### config.mk
export PLATFORM = sky130hd
export DESIGN_NAME = llr_stage_sched
export DESIGN_NICKNAME = d
export VERILOG_FILES = /design/src/rtl/polar_pkg.sv /design/src/rtl/llr_fg_pe.sv /design/src/rtl/llr_stage_sched.sv
export SDC_FILE = /design/constraint.sdc
export NUM_CORES = 1
export LEC_CHECK = 0
export CORE_MARGIN = 1.5
export CORE_UTILIZATION = 55
export CTS_CLUSTER_DIAMETER = 80
export DETAILED_ROUTE_END_ITERATION = 6
export HOLD_SLACK_MARGIN = 0.12
export PLACE_DENSITY = 0.92
export SYNTH_ARGS = -nofsm -noshare
export SYNTH_HDL_FRONTEND = slang
export SYNTH_SLANG_ARGS = --single-unit
export TNS_END_PERCENT = 10
### constraint.sdc
create_clock -name clk -period 5.18 [get_ports clk]
set_input_delay 0.518 -clock clk [delete_from_list [all_inputs] [get_ports clk]]
set_output_delay 0.518 -clock clk [all_outputs]
set_load 0.01 [all_outputs]
### src/rtl/polar_pkg.sv
// Shared polar-decoder definitions: f/g op encoding, scheduler states, LLR saturation.
// Pure declarations; no timing, no flow control.
package polar_pkg;

    localparam logic OP_F = 1'b0;
    localparam logic OP_G = 1'b1;

    typedef enum logic [1:0] {
        IDLE  = 2'd0,
        RUN   = 2'd1,
        DRAIN = 2'd2,
        DONE  = 2'd3
    } sched_state_t;

    // Largest magnitude representable in a sign-magnitude word of the given width.
    function automatic int sm_sat_mag(input int width);
        return (1 << (width - 1)) - 1;
    endfunction

    localparam int LLR_SAT_MAG = sm_sat_mag(8);

endpackage

### src/rtl/llr_fg_pe.sv
// Combinational min-sum f / partial-sum g processing element on sign-magnitude LLRs.
// Zero latency, no flow control; the caller registers the result.
module llr_fg_pe
    import polar_pkg::*;
#(
    parameter int DATA_WIDTH = 8
) (
    input  logic [DATA_WIDTH-1:0] a,
    input  logic [DATA_WIDTH-1:0] b,
    input  logic                  op,
    input  logic                  u,
    output logic [DATA_WIDTH-1:0] result
);

    localparam int MW = DATA_WIDTH - 1;
    localparam int XW = DATA_WIDTH + 2;
    localparam logic [XW-1:0] SAT = XW'(sm_sat_mag(DATA_WIDTH));

    logic [MW-1:0]        w_mag_a;
    logic [MW-1:0]        w_mag_b;
    logic [MW-1:0]        w_min;
    logic                 w_f_sign;
    logic signed [XW-1:0] w_val_a;
    logic signed [XW-1:0] w_val_b;
    logic signed [XW-1:0] w_sum;
    logic [XW-1:0]        w_abs;
    logic [MW-1:0]        w_g_mag;

    always_comb begin
        w_mag_a  = a[MW-1:0];
        w_mag_b  = b[MW-1:0];
        w_min    = (w_mag_a < w_mag_b) ? w_mag_a : w_mag_b;
        // A zero magnitude must never carry a negative sign.
        w_f_sign = (w_min != '0) & (a[MW] ^ b[MW]);

        w_val_a  = a[MW] ? -$signed({3'b000, w_mag_a}) : $signed({3'b000, w_mag_a});
        w_val_b  = b[MW] ? -$signed({3'b000, w_mag_b}) : $signed({3'b000, w_mag_b});
        w_sum    = u ? (w_val_b - w_val_a) : (w_val_b + w_val_a);
        w_abs    = w_sum[XW-1] ? -w_sum : w_sum;
        w_g_mag  = (w_abs > SAT) ? SAT[MW-1:0] : w_abs[MW-1:0];

        result = '0;
        if (op == OP_G) begin
            result = {w_sum[XW-1] & (w_g_mag != '0), w_g_mag};
        end else begin
            result = {w_f_sign, w_min};
        end
    end

endmodule

### src/rtl/llr_stage_sched.sv
// Runs one f/g stage over 2^(s-1) LLR pairs: one read pair per cycle, write 2 cycles after its read.
// No backpressure: memory is assumed always ready; start is ignored while busy.
module llr_stage_sched
    import polar_pkg::*;
#(
    parameter int DATA_WIDTH = 8,
    parameter int N_LOG2     = 4,
    parameter int ADDR_W     = 6
) (
    input  logic                          clk,
    input  logic                          rst_n,
    input  logic                          start,
    input  logic                          op,
    input  logic [$clog2(N_LOG2+1)-1:0]   stage,
    input  logic [ADDR_W-1:0]             rd_base,
    input  logic [ADDR_W-1:0]             wr_base,
    input  logic [2**(N_LOG2-1)-1:0]      psum,
    output logic                          rd_en,
    output logic [ADDR_W-1:0]             rd_addr_a,
    output logic [ADDR_W-1:0]             rd_addr_b,
    input  logic [DATA_WIDTH-1:0]         rd_data_a,
    input  logic [DATA_WIDTH-1:0]         rd_data_b,
    output logic                          wr_en,
    output logic [ADDR_W-1:0]             wr_addr,
    output logic [DATA_WIDTH-1:0]         wr_data,
    output logic                          busy,
    output logic                          done,
    output logic                          err
);

    localparam int SW     = $clog2(N_LOG2 + 1);
    localparam int PSUM_W = 2 ** (N_LOG2 - 1);
    localparam int CW     = N_LOG2;

    sched_state_t          r_state;
    logic                  r_op;
    logic [ADDR_W-1:0]     r_wr_base;
    logic [PSUM_W-1:0]     r_psum;
    logic [CW-1:0]         r_cnt;
    logic [CW-1:0]         r_last;
    logic                  r_rd_en;
    logic [ADDR_W-1:0]     r_rd_addr_a;
    logic [ADDR_W-1:0]     r_rd_addr_b;
    logic                  r_d1_vld;
    logic [CW-1:0]         r_d1_idx;
    logic                  r_wr_en;
    logic [ADDR_W-1:0]     r_wr_addr;
    logic [DATA_WIDTH-1:0] r_wr_data;
    logic                  r_busy;
    logic                  r_done;
    logic                  r_err;

    logic                  w_legal;
    logic [CW-1:0]         w_pairs;
    logic [PSUM_W-1:0]     w_psum_sh;
    logic                  w_u;
    logic [DATA_WIDTH-1:0] w_pe_result;

    assign w_legal   = (stage != '0) && (stage <= SW'(N_LOG2));
    assign w_pairs   = CW'(1) << (stage - SW'(1));
    assign w_psum_sh = r_psum >> r_d1_idx;
    assign w_u       = w_psum_sh[0];

    llr_fg_pe #(
        .DATA_WIDTH (DATA_WIDTH)
    ) u_pe (
        .a      (rd_data_a),
        .b      (rd_data_b),
        .op     (r_op),
        .u      (w_u),
        .result (w_pe_result)
    );

    always_ff @(posedge clk or negedge rst_n) begin
        if (!rst_n) begin
            r_state     <= IDLE;
            r_op        <= 1'b0;
            r_wr_base   <= '0;
            r_psum      <= '0;
            r_cnt       <= '0;
            r_last      <= '0;
            r_rd_en     <= 1'b0;
            r_rd_addr_a <= '0;
            r_rd_addr_b <= '0;
            r_d1_vld    <= 1'b0;
            r_d1_idx    <= '0;
            r_wr_en     <= 1'b0;
            r_wr_addr   <= '0;
            r_wr_data   <= '0;
            r_busy      <= 1'b0;
            r_done      <= 1'b0;
            r_err       <= 1'b0;
        end else begin
            // Pipeline: read issued -> data returns (d1) -> PE result registered as a write.
            r_d1_vld <= r_rd_en;
            r_d1_idx <= r_cnt;
            r_done   <= 1'b0;
            r_err    <= 1'b0;

            if (r_d1_vld) begin
                r_wr_en   <= 1'b1;
                r_wr_addr <= r_wr_base + ADDR_W'(r_d1_idx);
                r_wr_data <= w_pe_result;
            end else begin
                r_wr_en   <= 1'b0;
            end

            case (r_state)
                IDLE: begin
                    if (start) begin
                        r_op      <= op;
                        r_wr_base <= wr_base;
                        r_psum    <= psum;
                        r_busy    <= 1'b1;
                        if (w_legal) begin
                            r_state     <= RUN;
                            r_rd_en     <= 1'b1;
                            r_rd_addr_a <= rd_base;
                            r_rd_addr_b <= rd_base + ADDR_W'(w_pairs);
                            r_cnt       <= '0;
                            r_last      <= w_pairs - CW'(1);
                        end else begin
                            r_state <= DONE;
                            r_done  <= 1'b1;
                            r_err   <= 1'b1;
                        end
                    end
                end
                RUN: begin
                    if (r_cnt == r_last) begin
                        r_rd_en <= 1'b0;
                        r_state <= DRAIN;
                    end else begin
                        r_cnt       <= r_cnt + CW'(1);
                        r_rd_addr_a <= r_rd_addr_a + ADDR_W'(1);
                        r_rd_addr_b <= r_rd_addr_b + ADDR_W'(1);
                    end
                end
                DRAIN: begin
                    // Last write is on the bus and nothing is left behind it.
                    if (r_wr_en && !r_d1_vld) begin
                        r_state <= DONE;
                        r_done  <= 1'b1;
                    end
                end
                DONE: begin
                    r_busy  <= 1'b0;
                    r_state <= IDLE;
                end
                default: r_state <= IDLE;
            endcase
        end
    end

    assign rd_en     = r_rd_en;
    assign rd_addr_a = r_rd_addr_a;
    assign rd_addr_b = r_rd_addr_b;
    assign wr_en     = r_wr_en;
    assign wr_addr   = r_wr_addr;
    assign wr_data   = r_wr_data;
    assign busy      = r_busy;
    assign done      = r_done;
    assign err       = r_err;

endmodule

==> flow_summary.json <==
{
  "multi_input_area_um2": 2937,
  "vdd_ir_drop_max_uv": 211.1,
  "drtPass1Iterations": 5,
  "cts_hold_buf": 0,
  "synth.distinct_cells": 67,
  "worst_pin_slew_ns": 0.9656,
  "cts_sinks": 61,
  "start_util_pct": 57.38,
  "diodes": 0,
  "syn_nets": 604,
  "avgRoutedWirePerCell_um": 16.84,
  "cp_data_required_time_ns": 5.36,
  "final_area_um2": 5732,
  "drt-initial-drc-count": 303,
  "overflow": 0,
  "vias_per_cell": 5.898,
  "slew_violations": 0,
  "layout-drive-gt1-share_pct": 11.80,
  "r2r_slack_ns": 0.49,
  "cts_resized": 0,
  "slew-limit-headroom_pct": 35.63,
  "whs_ns": 0.3163,
  "core-area_um2": 8341,
  "ant_nets": 0,
  "reg2regPathDepth": 17,
  "die_x_um": 96.28,
  "area_growth_syn_to_layout_pct": 19.76,
  "synth-seq-cells": 61,
  "clk_path_buf_depth": 2,
  "postCtsSetupBuffers": 0,
  "max_stage_delay_ns": 0.54,
  "maxCapViolCount": 0,
  "grt_pass1_wl_um": 19330,
  "chipHeight_um": 96.28,
  "rsz0062_at_grt": "no",
  "num-fill-cells": 624,
  "r2r-end": "wr_data[5]",
  "dieArea_um2": 9270,
  "dp_hpwl_um": 8817,
  "async_flop_share_pct": 100.0,
  "dpl.cell_count": 682,
  "layout.cells.non_filler": 698,
  "grt_usage_pct": 27.32,
  "fin_crit_ns": 4.689,
  "io_buffers": 73,
  "wirelength_um": 11750,
  "clkSlewWorstSetupHoldPaths_ns": 0.07,
  "timing.rr.start": "r_d1_idx[0]",
  "place.gp.congestion": 0.8559,
  "hold_viol_final": 0,
  "ys_warn_count": 0,
  "numCtsBuffers": 9,
  "power_density_nw_per_um2": 265.5,
  "status": "finished clean",
  "max_freq_ghz": 0.2133,
  "tns_ns": 0,
  "yosysSeqAreaShare_pct": 31.90,
  "synth_enable_flop_cells": 0,
  "critical_path_buf_inv_count": 1,
  "floorplan.rows": 33,
  "path_max_fanout": 14,
  "setup_viol": 0,
  "grt_max_degree": 62,
  "fin_nets": 670,
  "min_path_type": "in2async",
  "syn_area_per_cell_um2": 9.168,
  "fin_skew_ns": 0.004777,
  "total_leakage_power_nw": 2.628,
  "place_area_um2": 5500,
  "ios": 74,
  "critPathArrivalTime_ns": 4.87,
  "clock_latency_ns": 0.35,
  "cp_top_family": "compound AO/OA/AOI/OAI gates",
  "cp_slowest_cell": "mux4_2",
  "synthCells": 522,
  "via_count": 4117,
  "path_cells": "mux4_2, nand3b_1, and2_1, inv_1, nor4_1, a31oi_1, o31ai_1, xnor2_1, ha_1, nand3_1, a21o_1, a31oi_1, xnor2_1, xor2_2, nand3_1, a21oi_4, a221oi_2",
  "cp-start-kind": "flop",
  "htreeDepth": 3,
  "synthesis.area_um2": 4786,
  "synth_flop_cell": "dfrtp_1",
  "worstSetupEndpointType": "flop",
  "fin_crit_sh_pct": 90.51,
  "path_class": "reg2reg",
  "root_buffer": "clkbuf_8",
  "drc": 0,
  "seqCellArea_um2": 1526,
  "antenna_found_initial": 0,
  "grt_pass1_vias": 4152,
  "cts_tree": "done"
}
-- final cells by class --
type,count,share of cell area (%)
clock buffer,10,2.401
clock inverter,6,1.637
inverter,38,2.489
multi-input combinational,400,51.23
sequential,61,26.63
tap,105,2.292
timing repair buffer,78,13.32
-- worst max-delay path by stage --
stage,startpoint,to,slack (ns),depth (start not counted)
finish,r_d1_idx[0],wr_data[5],0.49,17
global route,r_d1_idx[0],wr_data[5],0.16,16
CTS,r_d1_idx[0],wr_data[6],0.52,16
detailed placement,rd_data_a[1],wr_data[5],0.25,18
global placement,rd_data_a[1],wr_data[2],0.37,18
floorplan,r_d1_idx[0],wr_data[4],1.10,17
-- layer usage --
| metal | GRT usage [%] | routed length, um | vias to the layer above |
|---|---|---|---|
| met2 | 48.24 | 6033 | 123 |
| met1 | 33.63 | 4935 | 1977 |
| li1 | - | - | 1997 |
| met4 | 9.559 | 234 | 0 |
| met5 | 0 | 0 | - |
| met3 | 4.265 | 550 | 20 |
-- cell usage after synthesis (4+ instances only) --
library cell	count	share of area (%)
dfrtp_1	61	32
nor2_1	44	3.5
inv_1	38	3.0
nand2_1	38	3.0
ha_1	36	9.4
a21oi_1	30	3.1
o21ai_0	28	2.9
xnor2_1	24	4.4
nand3_1	21	2.2
mux2_2	20	4.7
xor2_1	14	2.6
clkbuf_1	12	0.94
a211oi_1	9	1.4
and3_1	9	1.2
o22ai_1	9	1.2
a21o_1	8	1.3
mux2i_1	7	1.5
nor2b_1	7	0.91
nor3_1	7	0.73
or3_1	7	0.91
clkbuf_8	6	1.7
a221oi_2	5	1.6
nand4_1	5	0.65
a31oi_1	4	0.52
buf_6	4	0.94
o2111ai_1	4	0.73
o21a_1	4	0.63
o31ai_1	4	0.63
or2_2	4	0.52
-- state kept, by name (all words and copies together), names as in the netlist --
signal and count:
r_last 4, wr_en 1, rd_addr_a 6, err 1, r_cnt 4, done 1
r_d1_vld 1, wr_data 8, r_wr_base 6, wr_addr 6, busy 1, r_d1_idx 4
r_psum 8, r_op 1, rd_en 1, rd_addr_b 6, r_state 2
-- where the power goes --
part	switching (mW)	internal, mW	total [mW]
Clock	0.204	0.288	0.492
Sequential	0.0241	0.500	0.524
Combinational	0.277	0.229	0.505
Total	0.505	1.02	1.52
-- placed cells by master, fill, tap and decap left out, drive strengths merged, types with 3 or more instances in the layout --
cell type / synthesis / final
a211oi: 9 / 9
a21o: 8 / 8
a21oi: 31 / 31
a221oi: 5 / 5
a31oi: 4 / 4
and2: 4 / 4
and3: 9 / 9
buf: 4 / 6
clkbuf: 19 / 10
clkdlybuf4s50: 0 / 72
dfrtp: 61 / 61
fa: 3 / 3
ha: 36 / 36
inv: 38 / 40
mux2: 20 / 20
mux2i: 7 / 7
nand2: 38 / 38
nand2b: 3 / 3
nand3: 21 / 21
nand4: 5 / 5
nor2: 46 / 46
nor2b: 7 / 7
nor3: 9 / 9
nor3b: 3 / 3
o2111ai: 4 / 4
o21a: 4 / 4
o21ai: 28 / 28
o22ai: 9 / 9
o31ai: 4 / 4
or2: 4 / 4
or3: 7 / 7
xnor2: 24 / 24
xor2: 15 / 15
-- stage by stage --
step                utilization (%)  worst slack [ns]  power (mW)
floorplan                         -             1.103      0.8518
global placement              65.95            0.3738       1.012
detailed placement            65.95            0.2471       1.028
CTS                           68.72            0.5167       1.522
global route                  68.72            0.1574       1.595
finish                        68.72            0.4914       1.522
-- cells by family after synthesis --
group                      after synthesis  share of synthesized area, %
xor gates and xnor gates                39                         7.294
buffers and inverters                   61                         6.745
AOI/OAI and AO/OA                      127                         18.56
DFF                                     61                         31.90
adders and majority gates               39                         10.67
and+or+nand+nor                        166                         17.73
muxes                                   29                         7.111
-- worst register-to-register path, cell delays in order (launching register included) --
cell,delay (ns)
dfrtp_1,0.45
mux4_2,0.54
nand3b_1,0.17
and2_1,0.32
inv_1,0.12
nor4_1,0.17
a31oi_1,0.07
o31ai_1,0.26
xnor2_1,0.13
ha_1,0.41
nand3_1,0.10
a21o_1,0.18
a31oi_1,0.20
xnor2_1,0.20
xor2_2,0.53
nand3_1,0.27
a21oi_4,0.32
a221oi_2,0.09
(Power assumes the default switching activity.)
